<file path="config.mk">
export PLATFORM = sky130hd
export DESIGN_NAME = terminal_arbiter
export DESIGN_NICKNAME = d
export VERILOG_FILES = /design/src/rtl/terminal_arbiter.sv
export SDC_FILE = /design/constraint.sdc
export NUM_CORES = 1
export LEC_CHECK = 0
export ABC_AREA = 1
export CAP_MARGIN = 25
export CORE_MARGIN = 2
export CORE_UTILIZATION = 50
export DETAILED_ROUTE_END_ITERATION = 8
export HOLD_SLACK_MARGIN = 0.1
export PLACE_DENSITY = 0.68
export SETUP_SLACK_MARGIN = 0.5
export SYNTH_ARGS = -nofsm -noshare
export SYNTH_HDL_FRONTEND = slang
export SYNTH_SLANG_ARGS = --single-unit
</file>
<file path="constraint.sdc">
create_clock -name CLK -period 3.53 [get_ports CLK]
set_input_delay 0.706 -clock CLK [delete_from_list [all_inputs] [get_ports CLK]]
set_output_delay 0.706 -clock CLK [all_outputs]
set_load 0.05 [all_outputs]
</file>
<file path="src/rtl/terminal_arbiter.sv">
// Terminal arbiter: shares the LED matrix (terminal 0) and the LED bar (terminal 1)
// between stations HH0/HH1. Each terminal has an ownership FSM with round-robin
// tie-break and bounded hold time. A same-ID request pair locks both terminals out.
module terminal_arbiter #(
   parameter int HOLD_CYCLES = 50000000,
   parameter int LOCK_CYCLES = 100000000,
   parameter int CNT_W       = 27
) (
   input  logic       CLK,
   input  logic       RST,
   input  logic       REQ0,
   input  logic       REQ1,
   input  logic       SEL0,
   input  logic       SEL1,
   input  logic [2:0] CF0,
   input  logic [2:0] CF1,
   input  logic [2:0] ID0,
   input  logic [2:0] ID1,
   output logic [2:0] FMATRIZ,
   output logic [2:0] FLEDS,
   output logic [1:0] GNT_MATRIZ,
   output logic [1:0] GNT_LEDS,
   output logic       CONFLITO,
   output logic       SEL7SEG
);

   // State encoding doubles as the one-hot grant vector.
   typedef enum logic [1:0] {
      LIVRE = 2'b00,
      OCUP0 = 2'b01,
      OCUP1 = 2'b10
   } term_st_t;

   localparam logic [CNT_W-1:0] HOLD_LAST = CNT_W'(HOLD_CYCLES - 1);
   localparam logic [CNT_W-1:0] LOCK_LAST = CNT_W'(LOCK_CYCLES - 1);

   // Index 0 = matrix, index 1 = LED bar.
   term_st_t         st_q   [2];
   term_st_t         st_d   [2];
   logic [2:0]       code_q [2];
   logic [2:0]       code_d [2];
   logic [CNT_W-1:0] hold_q [2];
   logic [CNT_W-1:0] hold_d [2];
   logic             ptr_q  [2];
   logic             ptr_d  [2];
   logic [1:0]       elig   [2];
   logic             win    [2];
   logic [1:0]       rearm_q, rearm_d;
   logic [CNT_W-1:0] lock_q, lock_d;
   logic             conf_q, conf_d;
   logic             sel7_q, sel7_d;
   logic [1:0]       owns;
   logic [1:0]       ok;
   logic [1:0]       req;
   logic [1:0]       sel;
   logic [2:0]       cf     [2];

   assign req   = {REQ1, REQ0};
   assign sel   = {SEL1, SEL0};
   assign cf[0] = CF0;
   assign cf[1] = CF1;

   // A station owns a terminal when either FSM carries its grant bit.
   assign owns = st_q[0] | st_q[1];
   assign ok[0] = REQ0 && (CF0 != 3'b000) && rearm_q[0] && !owns[0];
   assign ok[1] = REQ1 && (CF1 != 3'b000) && rearm_q[1] && !owns[1];
   assign elig[0] = {ok[1] & ~SEL1, ok[0] & ~SEL0};
   assign elig[1] = {ok[1] &  SEL1, ok[0] &  SEL0};

   // Next-state logic: lockout first, otherwise both terminals arbitrate independently.
   always_comb begin
      for (int t = 0; t < 2; t++) begin
         st_d[t]   = st_q[t];
         code_d[t] = code_q[t];
         hold_d[t] = hold_q[t];
         ptr_d[t]  = ptr_q[t];
         win[t]    = 1'b0;
      end
      rearm_d = rearm_q;
      lock_d  = lock_q;
      conf_d  = conf_q;
      sel7_d  = sel7_q;

      // Re-arm once a station has let go of its request.
      for (int i = 0; i < 2; i++) begin
         if (!req[i]) rearm_d[i] = 1'b1;
      end

      if (conf_q) begin
         // Terminals are already idle; just run out the lock time.
         if (lock_q == LOCK_LAST) begin
            conf_d = 1'b0;
            lock_d = '0;
         end else begin
            lock_d = lock_q + 1'b1;
         end
      end else if (REQ0 && REQ1 && (ID0 == ID1)) begin
         conf_d = 1'b1;
         lock_d = '0;
         for (int t = 0; t < 2; t++) begin
            st_d[t]   = LIVRE;
            code_d[t] = 3'b000;
            hold_d[t] = '0;
         end
      end else begin
         // LED bar is evaluated last, so it sets the 7-seg station on a simultaneous grant.
         for (int t = 0; t < 2; t++) begin
            if (st_q[t] == LIVRE) begin
               if (elig[t] != 2'b00) begin
                  if (elig[t] == 2'b11) begin
                     win[t]   = ptr_q[t];
                     ptr_d[t] = ~ptr_q[t];
                  end else begin
                     win[t] = elig[t][1];
                  end
                  st_d[t]   = win[t] ? OCUP1 : OCUP0;
                  code_d[t] = cf[win[t]];
                  hold_d[t] = '0;
                  sel7_d    = win[t];
               end
            end else begin
               win[t] = st_q[t][1];
               if (!req[win[t]]) begin
                  st_d[t]   = LIVRE;
                  code_d[t] = 3'b000;
                  hold_d[t] = '0;
               end else if (hold_q[t] == HOLD_LAST) begin
                  st_d[t]   = LIVRE;
                  code_d[t] = 3'b000;
                  hold_d[t] = '0;
                  rearm_d[win[t]] = 1'b0;
               end else begin
                  hold_d[t] = hold_q[t] + 1'b1;
               end
            end
         end
      end
   end

   // State registers with asynchronous reset to idle, pointers at station 0, re-armed.
   always_ff @(posedge CLK or posedge RST) begin
      if (RST) begin
         for (int t = 0; t < 2; t++) begin
            st_q[t]   <= LIVRE;
            code_q[t] <= 3'b000;
            hold_q[t] <= '0;
            ptr_q[t]  <= 1'b0;
         end
         rearm_q <= 2'b11;
         lock_q  <= '0;
         conf_q  <= 1'b0;
         sel7_q  <= 1'b0;
      end else begin
         for (int t = 0; t < 2; t++) begin
            st_q[t]   <= st_d[t];
            code_q[t] <= code_d[t];
            hold_q[t] <= hold_d[t];
            ptr_q[t]  <= ptr_d[t];
         end
         rearm_q <= rearm_d;
         lock_q  <= lock_d;
         conf_q  <= conf_d;
         sel7_q  <= sel7_d;
      end
   end

   assign FMATRIZ    = code_q[0];
   assign FLEDS      = code_q[1];
   assign GNT_MATRIZ = st_q[0];
   assign GNT_LEDS   = st_q[1];
   assign CONFLITO   = conf_q;
   assign SEL7SEG    = sel7_q;

endmodule

</file>
After elaboration in Yosys (flattened, before gate mapping)
Index checks and enable logic that the tools add are counted.

storage, ports and cells
  register bits after elaboration = 97
  output and inout bits = 12
  input bits = 18

cells by class
  reductions and logical operators = 26
  equality and inequality tests = 10
  muxes and demuxes = 75
  $add $sub $neg = 3
  bitwise logic cells = 17
  $lt $le $gt $ge = 6

operators by type and width
  operator                 number
  $mux W27                 11
  $add A27 B1 Y27 const B  3
  $eq A27 B26 Y1 const B   2
  $mux W54                 1
  $mux W3                  14
  $mux W2                  20
  $eq A27 B27 Y1 const B   1
  $mux W1                  25
  $logic_and A1 B1 Y1      10
  $reduce_and A5 Y1        2
  $ne A4 B3 Y1 const B     2
  $mux W6                  1
  $ne A3 B2 Y1 const B     2
  $not A1 Y1               6
  $reduce_and A2 Y1        3
  $reduce_and A3 Y1        2
  $reduce_bool A2 Y1       3
  $reduce_bool A3 Y1       2
  $and A1 B1 Y1            4
  $and A2 B2 Y2            2
  $eq A2 B2 Y1 const B     2
  $ge A2 B2 Y1 const B     2
  $logic_not A2 Y1         2
  $lt A1 B2 Y1 const B     2
  8 further kinds          13

Depth between registers and ports, before layout
  depth in word-level cells = 18
  mapped depth = 13
  depth with buffers taken out = 12

Least setup slack after synthesis
OpenSTA, ideal clock, no wires.

  kind = register to register
  start point = register st_q (netlist bit GNT_MATRIZ[1])
  end point = register hold_q[49] (netlist name)
  stages on the path, launching flop included = 13
  path slack = 1.719 ns
  library setup time = 0.073 ns
  data arrival time = 1.738 ns
  data required time = 3.457 ns
  cells stage by stage = dfrtp_1 inv_1 nand2_1 nor2_2 nand3_2 nand2_2 nor2_2 nor2_4 buf_6 buf_12 nand3_1 nand2_1 a21oi_2

on the way
  word-level cells in the longest chain between the ends = 7
  elaborated cells on any way between the ends = 13

RTL lines
  element                           line  RTL
  start: declaration                38    term_st_t st_q [2];
  start signal: indexed assignment  155   st_q[t] <= st_d[t];
  $or A2 B2 Y2                      64    assign owns = st_q[0] | st_q[1];
  $logic_not A1 Y1                  66    assign ok[1] = REQ1 && (CF1 != 3'b000) && rearm_q[1] && !owns[1];
  $logic_and A1 B1 Y1               66
  $and A1 B1 Y1                     67    assign elig[0] = {ok[1] & ~SEL1, ok[0] & ~SEL0};
  $reduce_bool A2 Y1                109   if (elig[t] != 2'b00) begin
  $ne A3 B2 Y1 (no line)            n/a
  $reduce_and A2 Y1 (no line)       n/a
  end signal: indexed assignment    157   hold_q[t] <= hold_d[t];
  end: declaration                  42    logic [CNT_W-1:0] hold_q [2];

Parallel ways exist; a longest one is shown, timed or not. The select of a mux whose other input is x is not followed.
A chain may end at the register's enable or synchronous reset.

Final worst setup path
  start point = register conf_q, in the netlist CONFLITO
  end point = output CONFLITO

RTL lines
  element                   line  RTL
  start: declaration        50    logic conf_q, conf_d;
  start signal: assignment  162   conf_q <= conf_d;
  end: declaration          23    output logic CONFLITO,

No word-level cell between the ends.

==> impl_metrics.json <==
{
  "run_status": "complete, no violations",
  "total_power_w": 0.002231,
  "via_count_of_the_first_global_routing_pass": 5798,
  "remaining_drc_errors": 0,
  "synth.ff_latch_count": 97,
  "cts_buffers": 9,
  "max_freq_mhz": 391.8,
  "setup-violations-final": 0,
  "die_x_um": 118.9,
  "layoutNonFillerInstCount": 1199,
  "synth-seq-area-share_pct": 36.83,
  "post_cts_resized": 0,
  "die-area_um2": 14130,
  "worst_max_slew_margin_expressed_relative_to_the_limit_pct": 46.67,
  "worst-path-max-fanout": 7,
  "ios": 30,
  "tightestPinTransition_ps": 794.6,
  "min_period_ps": 2552,
  "path_cells": "clkdlybuf4s50_1",
  "critical_path.startpoint_type": "flop",
  "critical_path_arrival_ps": 1850,
  "fin_worst_hold_slack_ps": 489.1,
  "synth.lib_cells_used.distinct": 40,
  "n_antenna_cell": 0,
  "grt_use_total_pct": 24.44,
  "holdCritPathClass": "flop to flop",
  "clk-insertion-delay-late_ps": 350,
  "synth-warning-count": 0,
  "cts_tree": "yes",
  "antenna_found_initial": 0,
  "place_inst": 1183,
  "crit_family": "buffers and inverters",
  "wire_per_inst_um": 13.78,
  "worst_setup_hold_path_clk_slew_ps": 70,
  "avgSynthCellArea_um2": 6.624,
  "initial_core_utilization_pct": 51.65,
  "nNetsFinal": 1043,
  "synthToLayoutAreaGrowth_pct": 10.96,
  "dpl.hpwl_um": 12190,
  "tns_ps": 0,
  "final_layout_size_suffix_gt1_share_pct": 6.232,
  "timing.final.hold_violations": 0,
  "number_of_standard_cell_rows_in_the_floorplan": 41,
  "dr_total_vias": 6245,
  "power_density_nw_per_um2": 304.8,
  "syn_inst": 996,
  "die_h_um": 118.9,
  "grt_start_max_net_pins": 58,
  "clock_sinks": 97,
  "synthDominantAreaCellType": "sky130_fd_sc_hd__dfrtp_1",
  "worst_clock_skew_ps": 8.492,
  "coreArea_um2": 12770,
  "globalplace.congestion": 0.9309,
  "grt_setup_unrepaired": "no",
  "mappedNetlistNets": 1017,
  "irDropWorstVdd_mv": 0.2466,
  "final_period_util_pct": 72.30,
  "cp.buffers_inverters": 1,
  "critical_path_required_ps": 2820,
  "path_class": "flop to primary output",
  "biggest_cell_delay_along_the_critical_path_ps": 890,
  "cap_viol_max_count": 0,
  "synth.cell_area_um2": 6598,
  "antenna_violation_net_count_after_detailed_routing": 0,
  "grt_pass1_wl_um": 28170,
  "cts_hold_repair.buffers": 0,
  "placement.io_buffers": 29,
  "synth.top_cells.by_area": "sky130_fd_sc_hd__dfrtp_1, sky130_fd_sc_hd__nand2_1, sky130_fd_sc_hd__nor2_1, sky130_fd_sc_hd__inv_1, sky130_fd_sc_hd__nand3_1",
  "drt_wl_total_um": 16520,
  "p_leak_nw": 3.609,
  "clock_tree.root_cell": "sky130_fd_sc_hd__clkbuf_16",
  "post_cts_buffers": 0,
  "synth_top_area_share_pct": 36.03,
  "worst-r2r-setup-slack_ps": 1200,
  "cts_buffer_depth": 2,
  "via_per_inst": 5.209,
  "initialDrtViolationCount": 487,
  "timing.final.max_slew_violations": 0,
  "cts.htree.levels": 3,
  "master_of_the_slowest_instance_on_the_critical_path": "sky130_fd_sc_hd__clkdlybuf4s50_1",
  "firstDrtPassIters": 5,
  "grt_overflow": 0,
  "crit_path_end_kind": "primary output"
}
logic make-up after synthesis:
logic type | synth area share (%)
DFF | 36.83
adders and majority gates | 0.5690
buffers and inverters | 10.68
AOI/OAI and AO/OA | 6.467
and+or+nand+nor | 42.40
xor gates and xnor gates | 3.053
sequential cells by signal, summed over array words and instances, names as in the netlist, 2 cells and up:
| signal | count |
|---|---|
| hold_q | 54 |
| lock_q | 27 |
| FLEDS | 3 |
| FMATRIZ | 3 |
| GNT_LEDS | 2 |
| GNT_MATRIZ | 2 |
| ptr_q | 2 |
| rearm_q | 2 |
worst paths after layout:
check,start,endpoint,depth (start not counted)
worst min-delay path,FMATRIZ[2]$_DFFE_PP0P_,FMATRIZ[2]$_DFFE_PP0P_,2
max in group asynchronous,RST,rearm_q[0]$_DFF_PP1_,3
worst max register to register,hold_q[27]$_DFFE_PP0P_,GNT_MATRIZ[1]$_DFFE_PP0P_,11
min in group asynchronous,RST,FMATRIZ[1]$_DFFE_PP0P_,2
worst max-delay path,CONFLITO$_DFF_PP0_,CONFLITO,1
worst min register to register,FMATRIZ[2]$_DFFE_PP0P_,FMATRIZ[2]$_DFFE_PP0P_,2
where the power goes:
group | switching (W) | internal [W]
combinational | 0.0000676 | 0.0000372
clock | 0.000460 | 0.000556
sequential | 0.0000000000000000000250 | 0.00111
total | 0.000527 | 0.00170
area by class of cell:
type	instances	area (µm²)
clock inverter	7	76.32
fill	1224	5453
multi-input combinational	734	3463
sequential	97	2430
inverter	141	533.0
timing repair buffer	39	377.9
tap	172	215.2
clock buffer	9	225.2
cells in the final DEF, fill, tap and decap left out, types with 7 or more instances in the layout:
| cell type | count |
|---|---|
| sky130_fd_sc_hd__nand2_1 | 261 |
| sky130_fd_sc_hd__nor2_1 | 168 |
| sky130_fd_sc_hd__inv_1 | 135 |
| sky130_fd_sc_hd__nand3_1 | 100 |
| sky130_fd_sc_hd__dfrtp_1 | 95 |
| sky130_fd_sc_hd__nand4_1 | 42 |
| sky130_fd_sc_hd__o21ai_0 | 41 |
| sky130_fd_sc_hd__clkdlybuf4s50_1 | 29 |
| sky130_fd_sc_hd__nor3_1 | 28 |
| sky130_fd_sc_hd__xor2_1 | 20 |
| sky130_fd_sc_hd__clkbuf_16 | 9 |
| sky130_fd_sc_hd__buf_4 | 9 |
| sky130_fd_sc_hd__nand2_2 | 7 |
| sky130_fd_sc_hd__o22ai_1 | 7 |
| sky130_fd_sc_hd__o21ai_1 | 7 |
cells in the mapped netlist:
master                     instances
sky130_fd_sc_hd__o22ai_1           7
sky130_fd_sc_hd__nand2_4           1
sky130_fd_sc_hd__a21oi_2           4
sky130_fd_sc_hd__o21ai_0          41
sky130_fd_sc_hd__nand4_4           1
sky130_fd_sc_hd__buf_1             1
sky130_fd_sc_hd__nor3b_1           2
sky130_fd_sc_hd__inv_2             5
sky130_fd_sc_hd__o21bai_1          4
sky130_fd_sc_hd__dfstp_2           2
sky130_fd_sc_hd__dfrtp_1          95
sky130_fd_sc_hd__or2_2             3
sky130_fd_sc_hd__o21bai_2          1
sky130_fd_sc_hd__o21ai_1           7
sky130_fd_sc_hd__nand2_8           1
sky130_fd_sc_hd__xnor2_1           3
sky130_fd_sc_hd__nor4_1            3
sky130_fd_sc_hd__xor2_1           20
sky130_fd_sc_hd__nor2_2            6
sky130_fd_sc_hd__nand2_2           7
sky130_fd_sc_hd__buf_2            10
sky130_fd_sc_hd__buf_12            1
sky130_fd_sc_hd__nand2_1         261
sky130_fd_sc_hd__inv_1           136
sky130_fd_sc_hd__a31oi_1           1
sky130_fd_sc_hd__and3_1            1
sky130_fd_sc_hd__ha_1              3
sky130_fd_sc_hd__a21oi_1           6
sky130_fd_sc_hd__nand3b_1          3
sky130_fd_sc_hd__nor2_4            2
sky130_fd_sc_hd__o31ai_1           4
sky130_fd_sc_hd__nor3_1           28
sky130_fd_sc_hd__buf_4             1
sky130_fd_sc_hd__nand4_1          42
sky130_fd_sc_hd__nor2_1          168
sky130_fd_sc_hd__buf_6             7
sky130_fd_sc_hd__nand3_2           3
sky130_fd_sc_hd__clkbuf_1          4
sky130_fd_sc_hd__nand3_1         100
sky130_fd_sc_hd__nor3_4            1
layer usage:
metal  up-vias  track usage [%]  routed length (µm)
li1       3230                -                   -
met1      2851            35.02                7992
met2       140            38.43                7607
met3        24            4.310                 698
met4         0            6.027                 222
met5         -                0                   0
worst register-to-register path, delay by kind of cell, from the launching register on:
family	cells	cell delay, ps
and+or+nand+nor	7	1000
buffers and inverters	2	470
DFF	1	410
adders and majority gates	1	320
AOI/OAI and AO/OA	1	70
metrics by stage:
step | setup WS [ps] | cell area (µm²) | utilization, %
CTS | 961.1 | 7321 | 57.31
global route | 910.2 | 7321 | 57.31
finish | 977.8 | 7321 | 57.31
global placement | 755.2 | 7019 | 54.95
detailed placement | 720.9 | 7019 | 54.95
floorplan | 1678 | 6601 | -
(Power assumes the default switching activity.)
